--- src/rtl/tx_zc_para_calc_mc.sv ---
// Multi-channel ZC parameter calculator: one request at a time, shared 17-cycle restoring divider.
// Optional build macro ZC_CFG_CHK_EN adds input range checking on cfg_err.
module tx_zc_para_calc_mc #(
    parameter int unsigned NZC_W = 11,
    parameter int unsigned CH_W  = 2
) (
    input  logic               sys_clk,
    input  logic               rst_n,
    input  logic               in_valid,
    output logic               in_ready,
    input  logic [CH_W-1:0]    in_ch,
    input  logic [4:0]         in_u,
    input  logic               in_v,
    input  logic [3:0]         in_alpha,
    input  logic [NZC_W-1:0]   in_nzc,
    output logic               out_valid,
    input  logic               out_ready,
    output logic [CH_W-1:0]    out_ch,
    output logic [NZC_W-1:0]   out_q,
    output logic [NZC_W+3:0]   zc_Q,
    output logic [NZC_W+4:0]   zc_P,
    output logic               busy,
    output logic               cfg_err
);

    localparam int unsigned X_W   = 17;
    localparam int unsigned Q_W   = NZC_W + 4;
    localparam int unsigned P_W   = NZC_W + 5;
    localparam int unsigned CNT_W = 5;
    localparam int unsigned DIV_LAST = 16;

    typedef enum logic [2:0] {S_IDLE, S_PROD, S_DIV, S_ADJ, S_MOD} state_t;

    state_t               state_q, state_nx;
    logic [CH_W-1:0]      ch_r;
    logic [4:0]           u_r;
    logic                 v_r;
    logic [3:0]           alpha_r;
    logic [NZC_W-1:0]     nzc_r;
    logic [X_W-1:0]       dq_r, dq_nx;
    logic [4:0]           rem_r, rem_nx;
    logic [CNT_W-1:0]     cnt_r, cnt_nx;
    logic [NZC_W-1:0]     q_r, q_nx;
    logic                 out_valid_nx;
    logic [CH_W-1:0]      out_ch_nx;
    logic [NZC_W-1:0]     out_q_nx;
    logic [Q_W-1:0]       zc_q_nx;
    logic [P_W-1:0]       zc_p_nx;
    logic                 in_ready_nx;

    logic                 accept_c;
    logic [X_W-1:0]       prod_c;
    logic [5:0]           trial_c;
    logic [X_W-1:0]       d_half_c;
    logic [X_W-1:0]       q_long_c;
    logic [P_W-1:0]       n24_c;
    logic [P_W-1:0]       q12_c;
    logic [4:0]           k_c;
    logic [P_W-1:0]       zp_c;

    assign accept_c = in_valid & in_ready;

    // X = 2*Nzc*(u+1)
    assign prod_c   = X_W'(X_W'(nzc_r) * (X_W'(u_r) + X_W'(1))) << 1;
    assign trial_c  = {rem_r, dq_r[X_W-1]};
    assign d_half_c = X_W'(dq_r + X_W'(1)) >> 1;
    assign q_long_c = dq_r[0] ? (d_half_c - X_W'(v_r)) : (d_half_c + X_W'(v_r));
    assign n24_c    = (P_W'(nzc_r) << 4) + (P_W'(nzc_r) << 3);
    assign q12_c    = (P_W'(q_r) << 3) + (P_W'(q_r) << 2);
    assign k_c      = 5'(5'd23 - {alpha_r, 1'b0});

    // (23-2alpha)*Nzc as a shift-add over the 5-bit multiplier
    always_comb begin
        zp_c = '0;
        for (int i = 0; i < 5; i++) begin
            if (k_c[i]) zp_c = zp_c + (P_W'(nzc_r) << i);
        end
    end

    // Next-state and datapath
    always_comb begin
        state_nx     = state_q;
        dq_nx        = dq_r;
        rem_nx       = rem_r;
        cnt_nx       = cnt_r;
        q_nx         = q_r;
        out_valid_nx = out_valid;
        out_ch_nx    = out_ch;
        out_q_nx     = out_q;
        zc_q_nx      = zc_Q;
        zc_p_nx      = zc_P;

        case (state_q)
            S_IDLE: begin
                if (out_valid && out_ready) out_valid_nx = 1'b0;
                if (accept_c) state_nx = S_PROD;
            end
            S_PROD: begin
                dq_nx    = prod_c;
                rem_nx   = '0;
                cnt_nx   = '0;
                state_nx = S_DIV;
            end
            S_DIV: begin
                if (trial_c >= 6'd31) begin
                    rem_nx = 5'(trial_c - 6'd31);
                    dq_nx  = {dq_r[X_W-2:0], 1'b1};
                end else begin
                    rem_nx = trial_c[4:0];
                    dq_nx  = {dq_r[X_W-2:0], 1'b0};
                end
                if (cnt_r == CNT_W'(DIV_LAST)) state_nx = S_ADJ;
                else cnt_nx = cnt_r + CNT_W'(1);
            end
            S_ADJ: begin
                if (nzc_r > NZC_W'(30)) q_nx = NZC_W'(q_long_c);
                else q_nx = NZC_W'(u_r) + NZC_W'(1);
                state_nx = S_MOD;
            end
            S_MOD: begin
                out_valid_nx = 1'b1;
                out_ch_nx    = ch_r;
                out_q_nx     = q_r;
                zc_q_nx      = (q_r == '0) ? '0 : Q_W'(n24_c - q12_c);
                zc_p_nx      = zp_c;
                state_nx     = S_IDLE;
            end
            default: state_nx = S_IDLE;
        endcase

        in_ready_nx = (state_nx == S_IDLE) && !out_valid_nx;
    end

    always_ff @(posedge sys_clk or negedge rst_n) begin
        if (!rst_n) begin
            state_q   <= S_IDLE;
            ch_r      <= '0;
            u_r       <= '0;
            v_r       <= 1'b0;
            alpha_r   <= '0;
            nzc_r     <= '0;
            dq_r      <= '0;
            rem_r     <= '0;
            cnt_r     <= '0;
            q_r       <= '0;
            out_valid <= 1'b0;
            out_ch    <= '0;
            out_q     <= '0;
            zc_Q      <= '0;
            zc_P      <= '0;
            in_ready  <= 1'b0;
            busy      <= 1'b0;
        end else begin
            state_q   <= state_nx;
            dq_r      <= dq_nx;
            rem_r     <= rem_nx;
            cnt_r     <= cnt_nx;
            q_r       <= q_nx;
            out_valid <= out_valid_nx;
            out_ch    <= out_ch_nx;
            out_q     <= out_q_nx;
            zc_Q      <= zc_q_nx;
            zc_P      <= zc_p_nx;
            in_ready  <= in_ready_nx;
            busy      <= !in_ready_nx;
            if (accept_c) begin
                ch_r    <= in_ch;
                u_r     <= in_u;
                v_r     <= in_v;
                alpha_r <= in_alpha;
                nzc_r   <= in_nzc;
            end
        end
    end

`ifdef ZC_CFG_CHK_EN
    logic err_r;
    logic cfg_err_r;

    // Range flag captured at accept, presented alongside the result
    always_ff @(posedge sys_clk or negedge rst_n) begin
        if (!rst_n) begin
            err_r     <= 1'b0;
            cfg_err_r <= 1'b0;
        end else begin
            if (accept_c)
                err_r <= (in_u > 5'd29) || (in_alpha > 4'd11) || (in_nzc < NZC_W'(12)) ||
                         (in_v && (in_nzc <= NZC_W'(30)));
            if (state_q == S_MOD) cfg_err_r <= err_r;
            else if (out_valid && out_ready) cfg_err_r <= 1'b0;
        end
    end

    assign cfg_err = cfg_err_r;
`else
    assign cfg_err = 1'b0;
`endif

endmodule

--- config.mk ---
export PLATFORM = sky130hd
export DESIGN_NAME = tx_zc_para_calc_mc
export DESIGN_NICKNAME = d
export VERILOG_FILES = /design/src/rtl/tx_zc_para_calc_mc.sv
export SDC_FILE = /design/constraint.sdc
export NUM_CORES = 1
export LEC_CHECK = 0
export BUFFER_PORTS_ARGS = -buffer_cell sky130_fd_sc_hd__buf_2
export CAP_MARGIN = 25
export CORE_MARGIN = 1
export CORE_UTILIZATION = 64
export CTS_BUF_LIST = sky130_fd_sc_hd__clkbuf_2
export DETAILED_ROUTE_END_ITERATION = 7
export PLACE_DENSITY = 0.95
export SYNTH_ARGS = -nofsm -noshare
export SYNTH_HDL_FRONTEND = slang
export SYNTH_SLANG_ARGS = --single-unit
--- constraint.sdc ---
create_clock -name sys_clk -period 6.4 [get_ports sys_clk]
set_input_delay 1.6 -clock sys_clk [delete_from_list [all_inputs] [get_ports sys_clk]]
set_output_delay 1.6 -clock sys_clk [all_outputs]
set_load 0.02 [all_outputs]
Yosys cells after proc, flatten, opt, wreduce, memory -nomap -nowiden:

Cells that the tools add are included.

* logic and storage cells: 70
* flip-flop bits (word level): 111
* output and inout bits: 48
* bits of input ports: 27

* $lt $le $gt $ge: 2
* reduce and logical (&&, ||, !) cells: 9
* add/sub/neg operators: 15
* equal/unequal tests: 6
* $mul: 1
* bitwise operators: 1
* mux-type cells: 19

Operators by type and width (count)
* 2-to-1 mux 16 bit: 4
* case mux 17 bit (2 select lines): 1
* 2-to-1 mux 11 bit: 3
* case mux 5 bit (2 select lines): 2
* adder 16 x 13 -> 16 bit: 1
* adder 16 x 14 -> 16 bit: 1
* adder 16 x 15 -> 16 bit: 1
* multiplier 11 x 6 -> 16 bit: 1
* adder 14 x 13 -> 15 bit: 1
* adder 15 x 14 -> 15 bit: 1
* 2-to-1 mux 15 bit: 1
* subtractor 15 bit: 1
* adder 11 x 12 -> 13 bit: 1
* adder 12 x 1 -> 12 bit, second input constant: 1
* adder 5 x 1 -> 6 bit, second input constant: 2
* case mux 3 bit (4 select lines): 1
* adder 11 x 1 -> 11 bit: 1
* > comparator 11 x 5 -> 1 bit, second input constant: 1
* zero test 11 bit: 1
* subtractor 11 x 1 -> 11 bit: 1
* 2-to-1 mux 5 bit: 2
* == test 3 x 2 -> 1 bit, second input constant: 2
* greater-or-equal comparator 6 x 5 -> 1 bit, second input constant: 1
* zero test 3 bit: 2
* other kinds (15): 19

Depth between registers and ports, before layout:

* word-level depth: 10
* mapped depth: 30
* depth with buffers taken out: 29

Worst setup path before layout:

Ideal clock, no wire load.

* kind: flip-flop to flip-flop
* from: register nzc_r[1]
* to: register zc_P[13]
* required time: 6.274 ns
* cell stages (with the launch flop): 26
* path slack: 0.517 ns
* library setup time: 0.126 ns
* buffers on the path: 0
* period minus slack after synthesis: 5.883 ns
* data arrival time: 5.757 ns
* path through: dfrtp_1 > ha_1 > fa_1 > a211oi_1 > nor2_1 > o21a_1 > nor2_1 > xor2_1 > o21ai_0 > ha_1 > o21a_1 > or2_4 > nand2_2 > xnor2_1 > mux2_2 > ha_1 > or2_2 > a211oi_1 > o21ai_0 > xor2_1 > mux2_2 > ha_1 > a21o_1 > a31oi_1 > xnor2_1 > a221o_1

* longest elaborated chain between the ends: 9

RTL lines
* from (decl): RTL line 39 `logic [NZC_W-1:0] nzc_r;`
* from (signal assigned): RTL line 171 `nzc_r <= in_nzc;`
* 2-to-1 mux 11 bit: RTL line 76 `if (k_c[i]) zp_c = zp_c + (P_W'(nzc_r) << i);`
* adder 11 x 12 -> 13 bit: RTL line 76
* 2-to-1 mux 16 bit: RTL line 76
* adder 16 x 13 -> 16 bit: RTL line 76
* 2-to-1 mux 16 bit: RTL line 76
* adder 16 x 14 -> 16 bit: RTL line 76
* 2-to-1 mux 16 bit: RTL line 76
* adder 16 x 15 -> 16 bit: RTL line 76
* 2-to-1 mux 16 bit *: RTL line 76
* to (signal assigned): RTL line 163 `zc_P <= zc_p_nx;`
* to (decl): RTL line 21 `output logic [NZC_W+4:0] zc_P,`

Mark *: on every way between the ends. The rest lies on a longest branch, timed or not.
A chain may end at the register's enable or synchronous reset.

Worst setup path after layout:

* from: register nzc_r[5]
* to: register zc_P[13]

The elaborated chain is that of the path after synthesis.

==> results.py <==
metrics = {
    "layout": {
        "final_nets": 1434,
        "register_area_um2": 2730,
        "final_layout_size_suffix_gt1_frac": 0.142,
        "area_of_combinational_cells_with_multiple_inputs_um2": 7440,
        "stdcell_area_um2": 11400,
        "fillCellCount": 1064,
        "synthToLayoutAreaGrowth_pct": 7.38,
        "mostFrequentLayoutCell": "nand2_1",
        "final_cell_mix": "nand2_1 (143), ha_1 (115), dfrtp_1 (104)",
        "finalCoreUtilization": 0.710,
    },
    "worst_setup_path": {
        "cp_num_buf_inv": 2,
        "cp_data_required_time_ns": 7.02,
        "max_stage_delay_ns": 0.56,
        "worst-r2r-setup-slack_ns": -0.02,
        "critical_path.most_common_cell": "ha_1",
        "setup.worst_path.end_class": "flop",
        "worst_r2r_endpoint": "zc_P[13]",
        "crit_path_class": "reg -> reg",
        "arrival_ns": 7.04,
        "cpLargestDelayFamily": "compound AO/OA/AOI/OAI gates",
        "rr_worst_depth": 26,
        "cp_max_fo": 9,
        "worst_r2r_startpoint": "nzc_r[5]",
        "crit_path_top_delay_cell": "dfrtp_2",
        "crit_path_start_kind": "flop",
    },
    "logic_synthesis": {
        "ys_dominant_reg_cell": "dfrtp_1",
        "synth_seq_area_share": 0.257,
        "synthArstFlopShare": 1.00,
        "yosys_reg_bits": 109,
        "synth_enable_flop_cells": 0,
        "synth_warnings": 0,
        "synth_cell_type_count": 78,
        "postSynthAreaPerCell_um2": 9.10,
        "synthesis.instances": 1166,
        "syn-cell-area_um2": 10600,
    },
    "place": {
        "io_buffers": 71,
        "detailedPlace.worstSlack_ns": 0.213,
        "placedInstanceArea_um2": 11200,
        "detailed_place_hpwl_mm": 20.5,
        "place.gp.congestion": 0.947,
    },
    "route": {
        "drt_pre_antenna_iters": 8,
        "vias_per_cell": 6.46,
        "postRouteWirelength_mm": 27.3,
        "drc": 2,
        "drt_iter0_markers": 1102,
        "wl_per_cell_um": 18.8,
        "num_vias": 9389,
        "drt.antenna.violating_nets": 0,
    },
    "worst_hold_path": {
        "hold_depth": 2,
        "worst_hold_startpoint": "out_q[8]",
        "min_path_type": "reg -> reg",
        "timing.hold.worst_endpoint": "out_q[8]",
    },
    "global_routing": {
        "grt.overflow.total": 0,
        "first_global_vias": 9090,
        "largest_net_degree_at_the_start_of_global_routing": 74,
        "grt_antenna_before_repair": 0,
        "grt_first_pass_wirelength_mm": 43.5,
        "track_usage": 0.328,
    },
    "clock_tree": {
        "cts_tree": "built",
        "cts.clk_slew.worst_paths_ns": 0.31,
        "cts.sinks": 109,
        "clkLatencyLatePin_ns": 0.69,
        "cts_inserted_buffers": 9,
        "cts.path.max_buffers": 2,
        "htree_num_levels": 3,
        "clk_root_buffer_cell": "clkbuf_2",
        "cts-hold-fix-buffers": 0,
    },
    "die": {
        "die-area_um2": 17100,
        "fp.dieW_um": 131,
        "core.rowCount": 46,
        "io_pins": 75,
        "placeableCoreArea_um2": 16100,
        "dieHeight_um": 131,
        "start_util": 0.661,
    },
    "timing": {
        "final_max_slew_viol_count": 0,
        "min_period_ns": 6.42,
        "report.final.setup_viol": 1,
        "maxClockFrequency_ghz": 0.156,
        "fin_ws_ns": -0.0193,
        "max_slew.worst_pin.slew_ns": 0.924,
        "min_period_over_period": 1.00,
        "relSlewSlack": 0.384,
        "final.setup_skew_ns": 0.0385,
        "finalHoldViolations": 0,
    },
    "flow_run": {
        "cap_viol_max_count": 0,
    },
    "outcome": {
        "violations_in_the_final_reports": "design-rule violations, negative setup slack",
        "status": "complete, but fails checks",
    },
}
state kept, by name, indices dropped and copies added, names as in the netlist:
name and cells:
dq_r 17, u_r 5, cnt_r 5, out_q 11
in_ready 1, out_valid 1, rem_r 5, ch_r 2
alpha_r 4, zc_P 16, nzc_r 11, zc_Q 13
v_r 1, out_ch 2, busy 1, q_r 11
state_q 3
cell families (layout without fill, tap and decap cells):
kind of cell	after synthesis	after routing	share of synthesized area
buf+inv	126	194	0.0462
xor+xnor	75	75	0.0619
simple gates	355	355	0.160
mux	43	43	0.0442
fa+ha+maj	176	176	0.251
compound gates	281	281	0.180
other cells	1	5	0.000353
flops	109	109	0.257
per-layer routing:
metal / track usage / part of all wire / routed length (µm)
met4: 0.166 / 0.047 / 1280
met5: 0 / 0 / 0
met3: 0.0554 / 0.089 / 2430
met1: 0.411 / 0.39 / 10600
met2: 0.550 / 0.48 / 13000
through the flow:
stage	TNS (ns)	cells	hold slack [ns]
floorplan	0	1168	0.433
global placement	0	1433	0.449
detailed placement	0	1433	0.459
CTS	0	1449	0.522
global route	-0.939	1452	0.550
finish	-0.0193	1454	0.517
worst max path at each step:
stage | startpoint | to | cells past startpoint
after floorplan | nzc_r[1] | zc_P[13] | 25
after CTS | nzc_r[1] | zc_P[13] | 27
after global routing | nzc_r[5] | zc_P[13] | 26
after global placement | nzc_r[1] | zc_P[13] | 27
final | nzc_r[5] | zc_P[13] | 26
after detailed placement | nzc_r[1] | zc_P[13] | 25
worst register-to-register path, delay by kind of cell (launching register included):
kind | cells | cell delay [ns]
AOI/OAI and AO/OA | 10 | 1.93
adders and majority gates | 4 | 1.45
and+or+nand+nor | 5 | 1.06
muxes | 2 | 0.64
DFF | 1 | 0.56
xor gates and xnor gates | 3 | 0.51
buffers and inverters | 2 | 0.22
cells in the mapped netlist, drive strengths merged, types with 3 or more instances:
cell    instances  area (µm²)
o22a            3        26.3
and2           18         113
o31ai          14         105
nand2         145         547
o21ai          71         355
buf             9        51.3
nand3b          3        22.5
nor2b          10        70.1
o21a           20         150
a21o           22         165
dfrtp         109        2730
o41ai           4        42.6
mux2i          12         120
a22o            7        61.3
and3            7        43.8
ha            115        1440
o211a           3        30.0
clkbuf         33         124
nor2           66         248
a31oi          12        81.3
a211oi         15         118
o211ai          8        60.1
o21bai          5        37.5
xor2           31         272
nor3b           9        77.6
nand3          25         125
fa             61        1220
a21oi          48         244
nor3           19         100
inv            84         315
nand2b         26         163
or3             3        18.8
xnor2          44         385
mux2           31         349
a22oi          16         120
a221o           5        50.1
o22ai           7        56.3
nand4          10        62.6
a41oi           3        33.8
or2             6        40.0
timing repair:
action,in CTS,in global routing
setup buffers,0,3
endpoints found under the setup margin,0,6
gates resized for setup,0,13
final cells by class:
type                            instances  area share
Inverter                               84      0.0277
Antenna cell                            2    0.000439
Tap cell                              216      0.0237
Timing Repair Buffer                   94      0.0465
Clock buffer                            9     0.00395
Clock inverter                          7     0.00494
Multi-Input combinational cell        933       0.653
Sequential cell                       109       0.240
Power is not shown: default switching activity piles up to over one toggle a cycle in this logic, so the estimate is an artifact.
